File: src/rtl/tl_pkg.sv
// rtl/tl_pkg.sv - shared phase codes, seconds width and transition rules for the traffic light monitor
package tl_pkg;

  localparam int SECS_W = 5;
  localparam logic [SECS_W-1:0] SECS_MAX = 5'd31;

  typedef enum logic [2:0] {
    PH_NONE        = 3'd0,
    PH_ALL_RED     = 3'd1,
    PH_MAIN_GREEN  = 3'd2,
    PH_MAIN_YELLOW = 3'd3,
    PH_SIDE_GREEN  = 3'd4,
    PH_SIDE_YELLOW = 3'd5,
    PH_WALK        = 3'd6,
    PH_ILLEGAL     = 3'd7
  } phase_e;

  function automatic logic is_legal_phase(input phase_e p);
    return (p != PH_NONE) && (p != PH_ILLEGAL);
  endfunction

  function automatic logic transition_ok(input phase_e old_p, input phase_e new_p);
    logic ok;
    ok = 1'b0;
    case (old_p)
      PH_ALL_RED:     ok = (new_p == PH_MAIN_GREEN);
      PH_MAIN_GREEN:  ok = (new_p == PH_MAIN_YELLOW);
      PH_MAIN_YELLOW: ok = (new_p == PH_SIDE_GREEN) || (new_p == PH_WALK);
      PH_WALK:        ok = (new_p == PH_SIDE_GREEN);
      PH_SIDE_GREEN:  ok = (new_p == PH_SIDE_YELLOW);
      PH_SIDE_YELLOW: ok = (new_p == PH_MAIN_GREEN);
      default:        ok = 1'b0;
    endcase
    return ok;
  endfunction

endpackage

File: src/rtl/tl_phase_decode.sv
// rtl/tl_phase_decode.sv - combinational lamp pattern to phase code decode
module tl_phase_decode
  import tl_pkg::*;
(
  input  logic   Rm,
  input  logic   Ym,
  input  logic   Gm,
  input  logic   Rs,
  input  logic   Ys,
  input  logic   Gs,
  input  logic   W,
  output phase_e phase
);

  // Bit order {Rm,Ym,Gm,Rs,Ys,Gs,W}; anything not listed is a conflict.
  always_comb begin
    phase = PH_ILLEGAL;
    case ({Rm, Ym, Gm, Rs, Ys, Gs, W})
      7'b000_000_0: phase = PH_NONE;
      7'b100_100_0: phase = PH_ALL_RED;
      7'b001_100_0: phase = PH_MAIN_GREEN;
      7'b010_100_0: phase = PH_MAIN_YELLOW;
      7'b100_001_0: phase = PH_SIDE_GREEN;
      7'b100_010_0: phase = PH_SIDE_YELLOW;
      7'b100_100_1: phase = PH_WALK;
      default:      phase = PH_ILLEGAL;
    endcase
  end

endmodule

File: src/rtl/traffic_light_monitor.sv
// rtl/traffic_light_monitor.sv - phase tracking, sequence check and timing of lamp drives
// Optional sticky fault indication on fail_safe when TLM_FAULT_LATCH_EN is defined.
module traffic_light_monitor
  import tl_pkg::*;
(
  input  logic              clk,
  input  logic              reset,
  input  logic              one_hz_enable,
  input  logic              Rm,
  input  logic              Ym,
  input  logic              Gm,
  input  logic              Rs,
  input  logic              Ys,
  input  logic              Gs,
  input  logic              W,
  output logic [2:0]        phase,
  output logic              phase_change,
  output logic [SECS_W-1:0] phase_secs,
  output logic [SECS_W-1:0] last_secs,
  output logic              conflict,
  output logic              sequence_err,
  output logic              fail_safe
);

  logic [6:0]        lamps_q, lamps_d;
  phase_e            phase_q, phase_d;
  phase_e            dec_phase;
  logic              phase_change_q, phase_change_d;
  logic              sequence_err_q, sequence_err_d;
  logic [SECS_W-1:0] phase_secs_q, phase_secs_d;
  logic [SECS_W-1:0] last_secs_q, last_secs_d;

  tl_phase_decode u_decode (
    .Rm    (lamps_q[6]),
    .Ym    (lamps_q[5]),
    .Gm    (lamps_q[4]),
    .Rs    (lamps_q[3]),
    .Ys    (lamps_q[2]),
    .Gs    (lamps_q[1]),
    .W     (lamps_q[0]),
    .phase (dec_phase)
  );

  always_comb begin
    lamps_d        = {Rm, Ym, Gm, Rs, Ys, Gs, W};
    phase_d        = phase_q;
    phase_change_d = 1'b0;
    sequence_err_d = 1'b0;
    phase_secs_d   = phase_secs_q;
    last_secs_d    = last_secs_q;

    if (dec_phase != phase_q) begin
      phase_d        = dec_phase;
      phase_change_d = 1'b1;
      // Only legal-to-legal moves are judged; NONE/ILLEGAL endpoints are exempt.
      sequence_err_d = is_legal_phase(phase_q) && is_legal_phase(dec_phase) &&
                       !transition_ok(phase_q, dec_phase);
      last_secs_d    = phase_secs_q;
      phase_secs_d   = '0;
    end else if (one_hz_enable && (phase_secs_q != SECS_MAX)) begin
      phase_secs_d   = phase_secs_q + SECS_W'(1);
    end
  end

  always_ff @(posedge clk) begin
    if (reset) begin
      lamps_q        <= '0;
      phase_q        <= PH_NONE;
      phase_change_q <= 1'b0;
      sequence_err_q <= 1'b0;
      phase_secs_q   <= '0;
      last_secs_q    <= '0;
    end else begin
      lamps_q        <= lamps_d;
      phase_q        <= phase_d;
      phase_change_q <= phase_change_d;
      sequence_err_q <= sequence_err_d;
      phase_secs_q   <= phase_secs_d;
      last_secs_q    <= last_secs_d;
    end
  end

  assign phase        = phase_q;
  assign phase_change = phase_change_q;
  assign sequence_err = sequence_err_q;
  assign phase_secs   = phase_secs_q;
  assign last_secs    = last_secs_q;
  assign conflict     = (phase_q == PH_ILLEGAL);

`ifdef TLM_FAULT_LATCH_EN
  logic fail_safe_q, fail_safe_d;

  always_comb begin
    fail_safe_d = fail_safe_q | conflict | sequence_err_q;
  end

  always_ff @(posedge clk) begin
    if (reset) begin
      fail_safe_q <= 1'b0;
    end else begin
      fail_safe_q <= fail_safe_d;
    end
  end

  assign fail_safe = fail_safe_q;
`else
  assign fail_safe = 1'b0;
`endif

endmodule

File: config.mk
export PLATFORM = sky130hd
export DESIGN_NAME = traffic_light_monitor
export DESIGN_NICKNAME = d
export VERILOG_FILES = /design/src/rtl/tl_pkg.sv /design/src/rtl/tl_phase_decode.sv /design/src/rtl/traffic_light_monitor.sv
export SDC_FILE = /design/constraint.sdc
export NUM_CORES = 1
export LEC_CHECK = 0
export ABC_AREA = 1
export BUFFER_PORTS_ARGS = -buffer_cell sky130_fd_sc_hd__buf_2
export CAP_MARGIN = 20
export CORE_ASPECT_RATIO = 0.75
export CORE_MARGIN = 4
export CORE_UTILIZATION = 60
export CTS_BUF_LIST = sky130_fd_sc_hd__clkbuf_8
export DETAILED_ROUTE_END_ITERATION = 6
export PLACE_DENSITY = 0.87
export SYNTH_ARGS = -nofsm -noshare
export SYNTH_HDL_FRONTEND = slang
export SYNTH_SLANG_ARGS = --single-unit
File: constraint.sdc
create_clock -name clk -period 5.5 [get_ports clk]
set_clock_uncertainty 0.1 [all_clocks]
set_input_delay 1.375 -clock clk [delete_from_list [all_inputs] [get_ports clk]]
set_output_delay 1.375 -clock clk [all_outputs]
set_load 0.02 [all_outputs]
==> impl_metrics.csv <==
group,metric,value,unit
clock_network,cts-hold-fix-buffers,0,
power_and_ir_drop,leakage,0.782,nW
layout,nets,213,
clock_network,clkSinkCount,22,
yosys,synthTopCellsByCount,"nand2_1, nand3_1, nor2_1",
critical_path,worst_setup_path_end_kind,"primary output",
power_and_ir_drop,ir_drop,244,µV
critical_path,cp_top_family,"flip-flops",
power_and_ir_drop,combPwrFrac,0.172,
critical_path,worstPathArrival,1.15,ns
power_and_ir_drop,internal_power,0.000284,W
clock_network,cts.path.max_buffers,2,
routing,first_iter_violations,66,
placement,hpwl,1980,µm
critical_path,path_max_fanout,6,
global_route,grt_pass1_vias,1053,
sta,finalHoldViolCount,0,
global_route,grt_util_all_layers,0.215,
clock_network,cts_root_buf,"clkbuf_8",
critical_path,criticalPathCategory,"register to primary output",
floorplan,io_pins,27,
critical_path,cp_slowest_stage_delay,0.41,ns
layout,n_antenna_cell,0,
floorplan,row_count,13,
power_and_ir_drop,power_density,269,nW/µm²
clock_network,cts_htree_levels,1,
placement,place_congestion,0.905,
run,cap_viol_max_count,0,
placement,numPortBuffers,25,
sta,fin_setup_tns,0,ns
power_and_ir_drop,power_frac_seq,0.446,
power_and_ir_drop,p_sw_frac,0.264,
routing,dr.pass1.iters,4,
layout,nFillCells,125,
power_and_ir_drop,switchingPower,0.000102,W
clock_network,cts_resized,0,
yosys,syn-num-nets,186,
layout,instances_no_fill,222,
global_route,antenna_found_initial,0,
critical_path,slowest_stage,"dfxtp_1",
clock_network,cts_setup_buffers,0,
sta,max_freq,0.381,GHz
power_and_ir_drop,clkPwrFrac,0.382,
sta,rsz0062_at_grt,"no",
sta,finalSetupViolations,0,
critical_path,crit_chain,"inv_1 > nor2_1 > buf_2",
floorplan,dieArea,2840,µm²
yosys,synth_top_area_frac,0.360,
yosys,synth-edff-count,0,
routing,routed_via_density,5.20,
floorplan,chipWidth,60.2,µm
yosys,synth_warnings,0,
routing,antenna_left,0,
routing,routedWlPerCell,11.6,µm
yosys,ys_types,26,
global_route,grt_pass1_wl,4460,µm
yosys,async_flop_share,0,
critical_path,cp_data_required_time,4.03,ns
routing,vias,1154,
power_and_ir_drop,power.total,0.000385,W
clock_network,cts_tree,"done",
worst_hold_path,hold_class,"register to register",
yosys,synth_top_flop_cell,"dfxtp_1",
yosys,synth_cells,174,
global_route,grt_max_degree,14,
layout,regArea,440,µm²
clock_network,clkLatencyLatePin,0.26,ns
run_status,status,"finished clean",
layout,areaGrowthSynthToFinish,17.1,%
layout,drive_gt1_frac,0.315,
yosys,yosys.area.top_type,"dfxtp_1",
yosys,synth_seq_cells,22,
clock_network,path_clk_slew,0.08,ns
yosys,synth_area_leaders,"dfxtp_1, nand3_1, nand2_1",
yosys,synth_area,1220,µm²
global_route,grt_overflow_total,0,
yosys,synth.most_common_cell,"nand2_1",
critical_path,cp_num_buf_inv,2,
sta,finalCriticalPeriod,2.62,ns
floorplan,start_util,0.666,
routing,drc,0,
yosys,yosysSeqAreaShare,0.360,
layout,multi_input_area,687,µm²
routing,totalWireLength,2580,µm
clock_network,cts_made_buffers,3,
yosys,syn_avg_cell_area,7.04,µm²
placement,place_inst,218,
sta,period_share,0.477,
sta,drv_slew,0,
critical_path,critPathLaunchType,"register",
floorplan,die_y,47.1,µm
floorplan,core_area,1840,µm²
sequential cells by signal (all words and copies together), names as in the netlist:
name          flops
lamps_q           7
phase             3
phase_change      1
phase_secs        5
sequence_err      1
last_secs         5
area by class of cell:
cell class              count  share of cell area
multi-input cells         127               0.479
flip-flops and latches     22               0.307
repair buffers             25              0.0873
well taps                  22              0.0192
clock inverters             1              0.0209
inverters                  22              0.0576
clock buffers               3              0.0288
final timing paths:
check / slack (ns) / end / from / depth (start not counted)
max: 2.88 / conflict / phase[2] / 3
max reg2reg: 3.57 / phase_secs[3] / phase_secs[0] / 7
min: 0.36 / last_secs[3] / last_secs[3] / 2
min reg2reg: 0.36 / last_secs[3] / last_secs[3] / 2
power groups by stage:
stage / sequential (W) / combinational [W] / clock, W
2_1_floorplan: 0.000179 / 0.0000470 / 0
3_3_place_gp: 0.000175 / 0.0000629 / 0
3_5_place_dp: 0.000175 / 0.0000651 / 0
4_1_cts: 0.000172 / 0.0000657 / 0.000149
5_1_grt: 0.000173 / 0.0000738 / 0.000155
6_report: 0.000172 / 0.0000661 / 0.000147
kinds of logic (layout without fill, tap and decap cells):
family / Yosys count / count (layout) / share of synthesized area
compound gates: 8 / 8 / 0.0327
other cells: 1 / 1 / 0.00306
xor+xnor: 3 / 3 / 0.0215
flops: 22 / 22 / 0.360
mux: 2 / 2 / 0.0163
buf+inv: 25 / 51 / 0.0797
fa+ha+maj: 2 / 2 / 0.0204
simple gates: 111 / 111 / 0.467
cells in the final DEF, fill, tap and decap left out, drive strengths merged, types with 3 or more instances in the layout:
cell type and n:
nor2 36, a21oi 5, buf 25, nor3 3, clkbuf 3, nand3 26, o21ai 3, inv 22
dfxtp 22, nand2 43
stage by stage:
| stage | util | setup WS (ns) | area (µm²) | hold WS [ns] |
|---|---|---|---|---|
| after floorplan | - | 3.05 | 1220 | 0.440 |
| after global placement | 0.741 | 3.12 | 1360 | 0.349 |
| after detailed placement | 0.741 | 3.05 | 1360 | 0.353 |
| after CTS | 0.780 | 2.89 | 1430 | 0.364 |
| after global routing | 0.780 | 2.81 | 1430 | 0.397 |
| final | 0.780 | 2.88 | 1430 | 0.360 |
layer usage:
metal | wire [µm] | global-route usage | part of all wire
met2 | 1210 | 0.364 | 0.47
met1 | 1140 | 0.266 | 0.44
met3 | 201 | 0.0467 | 0.078
met4 | 27 | 0.0973 | 0.010
met5 | 0 | 0 | 0
worst min-delay path, cell delays in order (launching register included):
cell	delay, ns
dfxtp_1	0.31
nand3_1	0.07
nand2_1	0.04
Note: power is estimated with default switching activity, not from simulation.
